--- src/rtl/midi_pkg.sv ---
// midi_pkg: shared MIDI status constants, parser state encoding and the
// per-status data-length decode used by midi_parser.
package midi_pkg;

   localparam logic [7:0] NOTE_OFF    = 8'h80;
   localparam logic [7:0] NOTE_ON     = 8'h90;
   localparam logic [7:0] POLY_AT     = 8'hA0;
   localparam logic [7:0] CC          = 8'hB0;
   localparam logic [7:0] PROG        = 8'hC0;
   localparam logic [7:0] CH_AT       = 8'hD0;
   localparam logic [7:0] PITCH       = 8'hE0;
   localparam logic [7:0] SYSEX_START = 8'hF0;
   localparam logic [7:0] SYSEX_END   = 8'hF7;
   localparam logic [7:0] TUNE_REQ    = 8'hF6;

   typedef enum logic [1:0] {
      ST_IDLE,
      ST_WAIT_D1,
      ST_WAIT_D2,
      ST_SYSEX
   } parse_state_t;

   // Number of data bytes that follow a status byte (0 for anything that
   // carries no payload or is not a message start).
   function automatic logic [1:0] midi_data_len(input logic [7:0] status);
      logic [1:0] len;
      len = 2'd0;
      case (status[7:4])
         4'h8, 4'h9, 4'hA, 4'hB, 4'hE: len = 2'd2;
         4'hC, 4'hD:                   len = 2'd1;
         4'hF: begin
            case (status)
               8'hF2:        len = 2'd2;
               8'hF1, 8'hF3: len = 2'd1;
               default:      len = 2'd0;
            endcase
         end
         default: len = 2'd0;
      endcase
      return len;
   endfunction

endpackage

--- src/rtl/midi_parser.sv ---
// midi_parser: assembles received MIDI bytes into 3-byte messages with a
// held-until-ack output. Running status is enabled by defining the macro
// MIDI_RUNNING_STATUS_EN; without it every message needs its own status.
module midi_parser
   import midi_pkg::*;
#(
   parameter int CHANNEL_FILTER = 16
) (
   input  logic       clk,
   input  logic       reset,
   input  logic [7:0] rx_byte,
   input  logic       rx_valid,
   input  logic       midi_byte_ack,
   output logic       midi_byte_ready,
   output logic [7:0] midi_byte0,
   output logic [7:0] midi_byte1,
   output logic [7:0] midi_byte2,
   output logic       midi_overflow
);

`ifdef MIDI_RUNNING_STATUS_EN
   localparam bit RS_EN = 1'b1;
`else
   localparam bit RS_EN = 1'b0;
`endif

   localparam bit         FILTER_EN = (CHANNEL_FILTER < 16);
   localparam logic [3:0] FILTER_CH = CHANNEL_FILTER[3:0];

   parse_state_t state, state_n;
   logic       run_valid, run_valid_n;
   logic [7:0] run_status, run_status_n;
   logic [7:0] msg_status, msg_status_n;
   logic [7:0] d1, d1_n;
   logic       ready_n, overflow_n;
   logic [7:0] byte0_n, byte1_n, byte2_n;
   logic       done, accept;
   logic [7:0] done_status, done_d1, done_d2;

   // Byte classification, parser next state and output-hold decisions.
   always_comb begin
      state_n      = state;
      run_valid_n  = run_valid;
      run_status_n = run_status;
      msg_status_n = msg_status;
      d1_n         = d1;
      done         = 1'b0;
      done_status  = msg_status;
      done_d1      = 8'h00;
      done_d2      = 8'h00;

      if (rx_valid && (rx_byte < 8'hF8)) begin
         if (rx_byte[7]) begin
            case (rx_byte)
               SYSEX_START: begin
                  state_n     = ST_SYSEX;
                  run_valid_n = 1'b0;
               end
               8'hF4, 8'hF5, SYSEX_END: begin
                  state_n     = ST_IDLE;
                  run_valid_n = 1'b0;
               end
               TUNE_REQ: begin
                  state_n     = ST_IDLE;
                  run_valid_n = 1'b0;
                  done        = 1'b1;
                  done_status = rx_byte;
               end
               default: begin
                  msg_status_n = rx_byte;
                  state_n      = ST_WAIT_D1;
                  if (rx_byte < SYSEX_START) begin
                     run_status_n = rx_byte;
                     run_valid_n  = RS_EN;
                  end else begin
                     run_valid_n = 1'b0;
                  end
               end
            endcase
         end else begin
            case (state)
               ST_WAIT_D1: begin
                  d1_n = rx_byte;
                  if (midi_data_len(msg_status) == 2'd2) begin
                     state_n = ST_WAIT_D2;
                  end else begin
                     state_n     = ST_IDLE;
                     done        = 1'b1;
                     done_status = msg_status;
                     done_d1     = rx_byte;
                  end
               end
               ST_WAIT_D2: begin
                  state_n     = ST_IDLE;
                  done        = 1'b1;
                  done_status = msg_status;
                  done_d1     = d1;
                  done_d2     = rx_byte;
               end
               ST_IDLE: begin
                  // A bare data byte restarts the retained channel message.
                  if (RS_EN && run_valid) begin
                     msg_status_n = run_status;
                     d1_n         = rx_byte;
                     if (midi_data_len(run_status) == 2'd2) begin
                        state_n = ST_WAIT_D2;
                     end else begin
                        done        = 1'b1;
                        done_status = run_status;
                        done_d1     = rx_byte;
                     end
                  end
               end
               default: ;
            endcase
         end
      end

      // Channel messages for another channel are swallowed without trace.
      accept = done && !(FILTER_EN && (done_status < SYSEX_START) &&
                         (done_status[3:0] != FILTER_CH));

      ready_n    = midi_byte_ready;
      byte0_n    = midi_byte0;
      byte1_n    = midi_byte1;
      byte2_n    = midi_byte2;
      overflow_n = 1'b0;
      if (accept) begin
         if (!midi_byte_ready || midi_byte_ack) begin
            ready_n = 1'b1;
            byte0_n = done_status;
            byte1_n = done_d1;
            byte2_n = done_d2;
         end else begin
            overflow_n = 1'b1;
         end
      end else if (midi_byte_ack) begin
         ready_n = 1'b0;
      end
   end

   // Control state and the held output message.
   always_ff @(posedge clk) begin
      if (reset) begin
         state           <= ST_IDLE;
         run_valid       <= 1'b0;
         midi_byte_ready <= 1'b0;
         midi_byte0      <= 8'h00;
         midi_byte1      <= 8'h00;
         midi_byte2      <= 8'h00;
         midi_overflow   <= 1'b0;
      end else begin
         state           <= state_n;
         run_valid       <= run_valid_n;
         midi_byte_ready <= ready_n;
         midi_byte0      <= byte0_n;
         midi_byte1      <= byte1_n;
         midi_byte2      <= byte2_n;
         midi_overflow   <= overflow_n;
      end
   end

   // Captured status/data bytes; only meaningful when qualified by state.
   always_ff @(posedge clk) begin
      run_status <= run_status_n;
      msg_status <= msg_status_n;
      d1         <= d1_n;
   end

endmodule

--- config.mk ---
export PLATFORM = sky130hd
export DESIGN_NAME = midi_parser
export DESIGN_NICKNAME = d
export VERILOG_FILES = /design/src/rtl/midi_pkg.sv /design/src/rtl/midi_parser.sv
export SDC_FILE = /design/constraint.sdc
export NUM_CORES = 1
export LEC_CHECK = 0
export CAP_MARGIN = 40
export CORE_MARGIN = 3
export CORE_UTILIZATION = 54
export CTS_CLUSTER_DIAMETER = 30
export DETAILED_ROUTE_END_ITERATION = 10
export MAX_ROUTING_LAYER = met4
export PLACE_DENSITY = 0.9
export SYNTH_ARGS = -nofsm -noshare
export SYNTH_HDL_FRONTEND = slang
export SYNTH_SLANG_ARGS = --single-unit
--- constraint.sdc ---
create_clock -name clk -period 4.1 [get_ports clk]
set_input_delay 0.82 -clock clk [delete_from_list [all_inputs] [get_ports clk]]
set_output_delay 0.82 -clock clk [all_outputs]
set_load 0.02 [all_outputs]
Word-level counts from Yosys, hierarchy flattened
Cells that the tools add are included.
- order comparisons: 1
- equal/unequal tests: 19
- multiplexer cells: 28
- bitwise operators: 3
- reductions and logical operators: 17
- operator list (kind ; count):
    7-bit two-way mux ; 7
    8-bit equality test, second input constant ; 5
    7-bit equality test, second input constant ; 3
    8-bit two-way mux ; 2
    7-bit one-hot mux with 2 select lines ; 1
    3-bit equality test, second input constant ; 4
    2-bit one-hot mux with 2 select lines ; 3
    2-bit two-way mux ; 5
    5-bit OR reduction ; 2
    8-bit less-than comparator, second input constant ; 1
    1-bit two-way mux ; 8
    3-bit by 2-bit equality test with 1-bit output, second input constant ; 2
    2-bit one-hot mux with 3 select lines ; 1
    2-bit AND reduction ; 3
    3-bit AND reduction ; 2
    2-bit OR reduction ; 3
    2-bit equality test, second input constant ; 2
    4-bit OR reduction ; 1
    3-bit by 1-bit equality test with 1-bit output, second input constant ; 1
    3-bit logical NOT ; 1
    1-bit NOT ; 3
    3-bit nonzero test ; 1
    2-bit by 1-bit equality test with 1-bit output, second input constant ; 1
    2-bit by 1-bit != test with 1-bit output, second input constant ; 1
    other kinds (5) ; 5
- bits in registers: 42
- input bits: 12
- output and inout port bits: 26
- word-level logic and storage cells: 76

Logic depth before layout (Yosys ltp)
- word-level depth: 14
- gate-level depth with buffers: 8
- gate-level depth less buffers: 6

Least setup slack after synthesis
Ideal clock, no wire load.
- kind: input to register
- start point: in rx_byte[5]
- end point: reg midi_byte1[0]
- setup time: 122 ps
- arrival: 1755 ps
- data required time: 3978 ps
- setup slack: 2224 ps
- cell stages on the path: 6
- buffers on the path: 2
- cell sequence: and4_1 a31oi_1 o22a_2 buf_6 buf_12 mux2i_1
- cells in the longest elaborated chain, start to end: 5
- elaborated cells on any way between the ends: 8
- those cells by class: 1 x order compare; 1 x eq/ne; 4 x mux; 2 x reduce/logical
- RTL lines (what ; line ; RTL):
    from (decl) ; midi_parser.sv:11 ; input logic [7:0] rx_byte,
    branches (longest 5 deep; another with 8-bit less-than comparator) ; n/a ;
    to (signal assigned) ; midi_parser.sv:157 ; midi_byte1 <= byte1_n;
    to (decl) ; midi_parser.sv:16 ; output logic [7:0] midi_byte1,
Several ways; the timed one is not identified.
A chain may end at the register's enable or synchronous reset.

Worst setup path after layout
- start point: in rx_valid
- end point: reg midi_byte0[1]
- cells in the longest elaborated chain, start to end: 3
- elaborated cells on any way between the ends: 4
- those cells by class: 2 x mux; 2 x reduce/logical
- RTL lines (what ; line ; RTL):
    from (decl) ; midi_parser.sv:12 ; input logic rx_valid,
    1-bit logical AND (*) ; midi_parser.sv:52 ; if (rx_valid && (rx_byte < 8'hF8)) begin
    1-bit two-way mux ; midi_parser.sv:52 ;
    2-bit AND reduction (no source line) ; n/a ;
    to (signal assigned) ; midi_parser.sv:156 ; midi_byte0 <= byte0_n;
    to (decl) ; midi_parser.sv:15 ; output logic [7:0] midi_byte0,
Every way passes the cells marked *; elsewhere a longest branch is shown, timed or not.

==> impl_metrics.env <==
export IMPL_cts_setup_buffers=0
export IMPL_crit_fanout=8
export IMPL_max_clock_freq_mhz=422
export IMPL_io_buffers=35
export IMPL_drt_iter0_drc=117
export IMPL_first_pass_iters=4
export IMPL_fp_dieW_um=64.7
export IMPL_via_per_inst=5.77
export IMPL_post_route_util_pct=72.0
export IMPL_cts_tree="built"
export IMPL_critical_path_endpoint_type="register"
export IMPL_startpoint="rx_valid"
export IMPL_die_area_sq_um=4180
export IMPL_cts_buffer_depth=2
export IMPL_yosysSeqAreaShare_pct=50.6
export IMPL_cts_resized=0
export IMPL_cts_sinks=40
export IMPL_clock_latency_ns=0.35
export IMPL_crit_chain="clkdlybuf4s50_1 -> nor4bb_1 -> a31oi_1 -> o22ai_1 -> o221a_2"
export IMPL_whs_ns=0.466
export IMPL_drive_gt1_share_pct=8.22
export IMPL_pin_count=38
export IMPL_clk_pin_slew_ns=0.12
export IMPL_drv_cap=0
export IMPL_critPathArrivalTime_ns=2.67
export IMPL_synth_edf_count=14
export IMPL_holdPathStages=2
export IMPL_fin_crit_sh_pct=57.7
export IMPL_wl_mm=4.06
export IMPL_placementRows=20
export IMPL_worst_setup_path_type="input pin to register"
export IMPL_hold_viol=0
export IMPL_antenna_found_initial=0
export IMPL_drv_slew=0
export IMPL_final_antenna_net_count=0
export IMPL_crit_path_max_incr_delay_ns=0.59
export IMPL_root_buffer="clkbuf_4"
export IMPL_place_area_sq_um=2200
export IMPL_ys_types=37
export IMPL_fp_dieH_um=64.7
export IMPL_cp_slowest_cell="clkdlybuf4s50_1"
export IMPL_ir_worst_vdd_mv=0.232
export IMPL_wl_per_cell_um=15.4
export IMPL_insertedDiodeCount=0
export IMPL_crit_required_ns=4.41
export IMPL_status="completed"
export IMPL_initial_core_util_pct=58.5
export IMPL_coreArea_sq_um=3180
export IMPL_hp_start="midi_byte1[2]"
export IMPL_yosys_warnings=0
export IMPL_synthCells=186
export IMPL_powerDensity_nw_per_um2=339
export IMPL_synth_top_area_share_pct=28.0
export IMPL_layout_nets=232
export IMPL_synth_seq_cells=40
export IMPL_vias=1517
export IMPL_worst_clock_skew_ns=0.0134
export IMPL_syn_avg_cell_area_sq_um=9.99
export IMPL_dp_hpwl_mm=2.81
export IMPL_ctsHoldBuffers=0
export IMPL_r2r_cells=5
export IMPL_rrSetupSlack_ns=1.91
export IMPL_start_kind="input pin"
export IMPL_grt_pass1_wl_mm=6.73
export IMPL_fin_tns_setup_ns=0
export IMPL_leakage_uw=0.000857
export IMPL_whs_endpoint="midi_byte1[2]"
export IMPL_tightest_slew_ns=0.597
export IMPL_ys_async_sr_fraction_pct=0
export IMPL_finalInstanceArea_sq_um=2290
export IMPL_track_usage_pct=21.7
export IMPL_setup_viol=0
export IMPL_rsz0062_at_grt="no"
export IMPL_numCtsBuffers=5
export IMPL_area_delta_synth_final_pct=23.1
export IMPL_synthFlopType="dfxtp_1"
export IMPL_remaining_drc_errors=0
export IMPL_timing_rr_end="midi_byte0[1]"
export IMPL_grt_pass1_vias=1444
export IMPL_yosys_area_top_type="dfxtp_1"
export IMPL_gp_congestion=0.868
export IMPL_post_synth_top_count_cell="nand2_1"
export IMPL_grt_start_max_net_pins=20
export IMPL_htree_levels=2
export IMPL_r2r_start="state[1]"
export IMPL_synthTopCellsByArea="dfxtp_1 28%, edfxtp_1 23%, mux2i_1 8.1%, nand2_1 6.7%, o21ai_0 4.8%"
export IMPL_grt_ovfl_total=0
export IMPL_hold_class="register to register"
export IMPL_fin_crit_ns=2.37
export IMPL_slew_limit_headroom_pct=60.2
export IMPL_synth_common_cells="33 x nand2_1, 26 x dfxtp_1, 18 x o21ai_0, 15 x mux2i_1, 14 x edfxtp_1"
export IMPL_syn_area_sq_um=1860
where the power goes:
part | internal, uW | switching, uW | total (uW)
Sequential | 420 | 9.52 | 429
Combinational | 29.1 | 41.0 | 70.1
Clock | 146 | 129 | 275
Total | 595 | 180 | 775
through the flow:
step | std cells | total power, uW | worst slack [ns]
after floorplan | 187 | 478 | 2.22
after global placement | 255 | 504 | 1.44
after detailed placement | 255 | 506 | 1.38
after CTS | 263 | 778 | 1.75
after global routing | 263 | 803 | 1.55
final | 263 | 775 | 1.73
routing by layer:
layer  GRT usage [%]  routed length, um  vias to the layer above
li1                -                  -                      728
met1            25.7               1610                      698
met2            35.6               2010                       80
met3            5.72                376                       11
met4            8.18                 74                        0
met5               -                  0                        -
worst max path at each step:
| stage | slack, ns | cells past startpoint | endpoint |
|---|---|---|---|
| floorplan | 2.22 | 6 | midi_byte1[0] |
| global placement | 1.44 | 5 | midi_byte0[5] |
| detailed placement | 1.38 | 5 | midi_byte0[1] |
| CTS | 1.75 | 5 | midi_byte0[1] |
| global route | 1.55 | 5 | midi_byte0[1] |
| finish | 1.73 | 5 | midi_byte0[1] |
registers in the layout, indices dropped and copies added (netlist names):
name and count:
midi_byte0 8, d1 7, midi_byte1 7, midi_byte2 7, msg_status 7, state 2
midi_byte_ready 1, midi_overflow 1
final cells by class:
type                       count  area [sq um]
clock inverter                 2          38.8
timing repair buffer          36           358
fill                         235           891
sequential                    40           941
inverter                       6          22.5
tap                           44          55.1
clock buffer                   6          51.3
multi-input combinational    129           821
cells in the final DEF, fill, tap and decap left out, drive strengths merged, types with 6 or more instances in the layout:
master / netlist / layout
edfxtp: 14 / 14
clkbuf: 6 / 6
mux2i: 15 / 15
nand2: 33 / 33
nand3: 9 / 9
inv: 6 / 6
o21ai: 18 / 18
nand2b: 8 / 8
clkdlybuf4s50: 0 / 35
dfxtp: 26 / 26
nor3: 8 / 8
logic make-up (layout without fill, tap and decap cells):
logic type	count (synthesis)	after routing	synth area share [%]
simple gates	72	72	20.1
flops	40	40	50.6
compound gates	38	38	14.2
buf+inv	18	50	5.39
mux	15	15	8.08
fa+ha+maj	2	2	1.35
other cells	1	2	0.202
worst max-delay path, delay by kind of cell:
family | cells | cell delay (ns)
AO/OA/AOI/OAI | 3 | 0.89
AND/OR/NAND/NOR | 1 | 0.38
buffers and inverters | 1 | 0.59
Power figures use the tool's default switching activity.
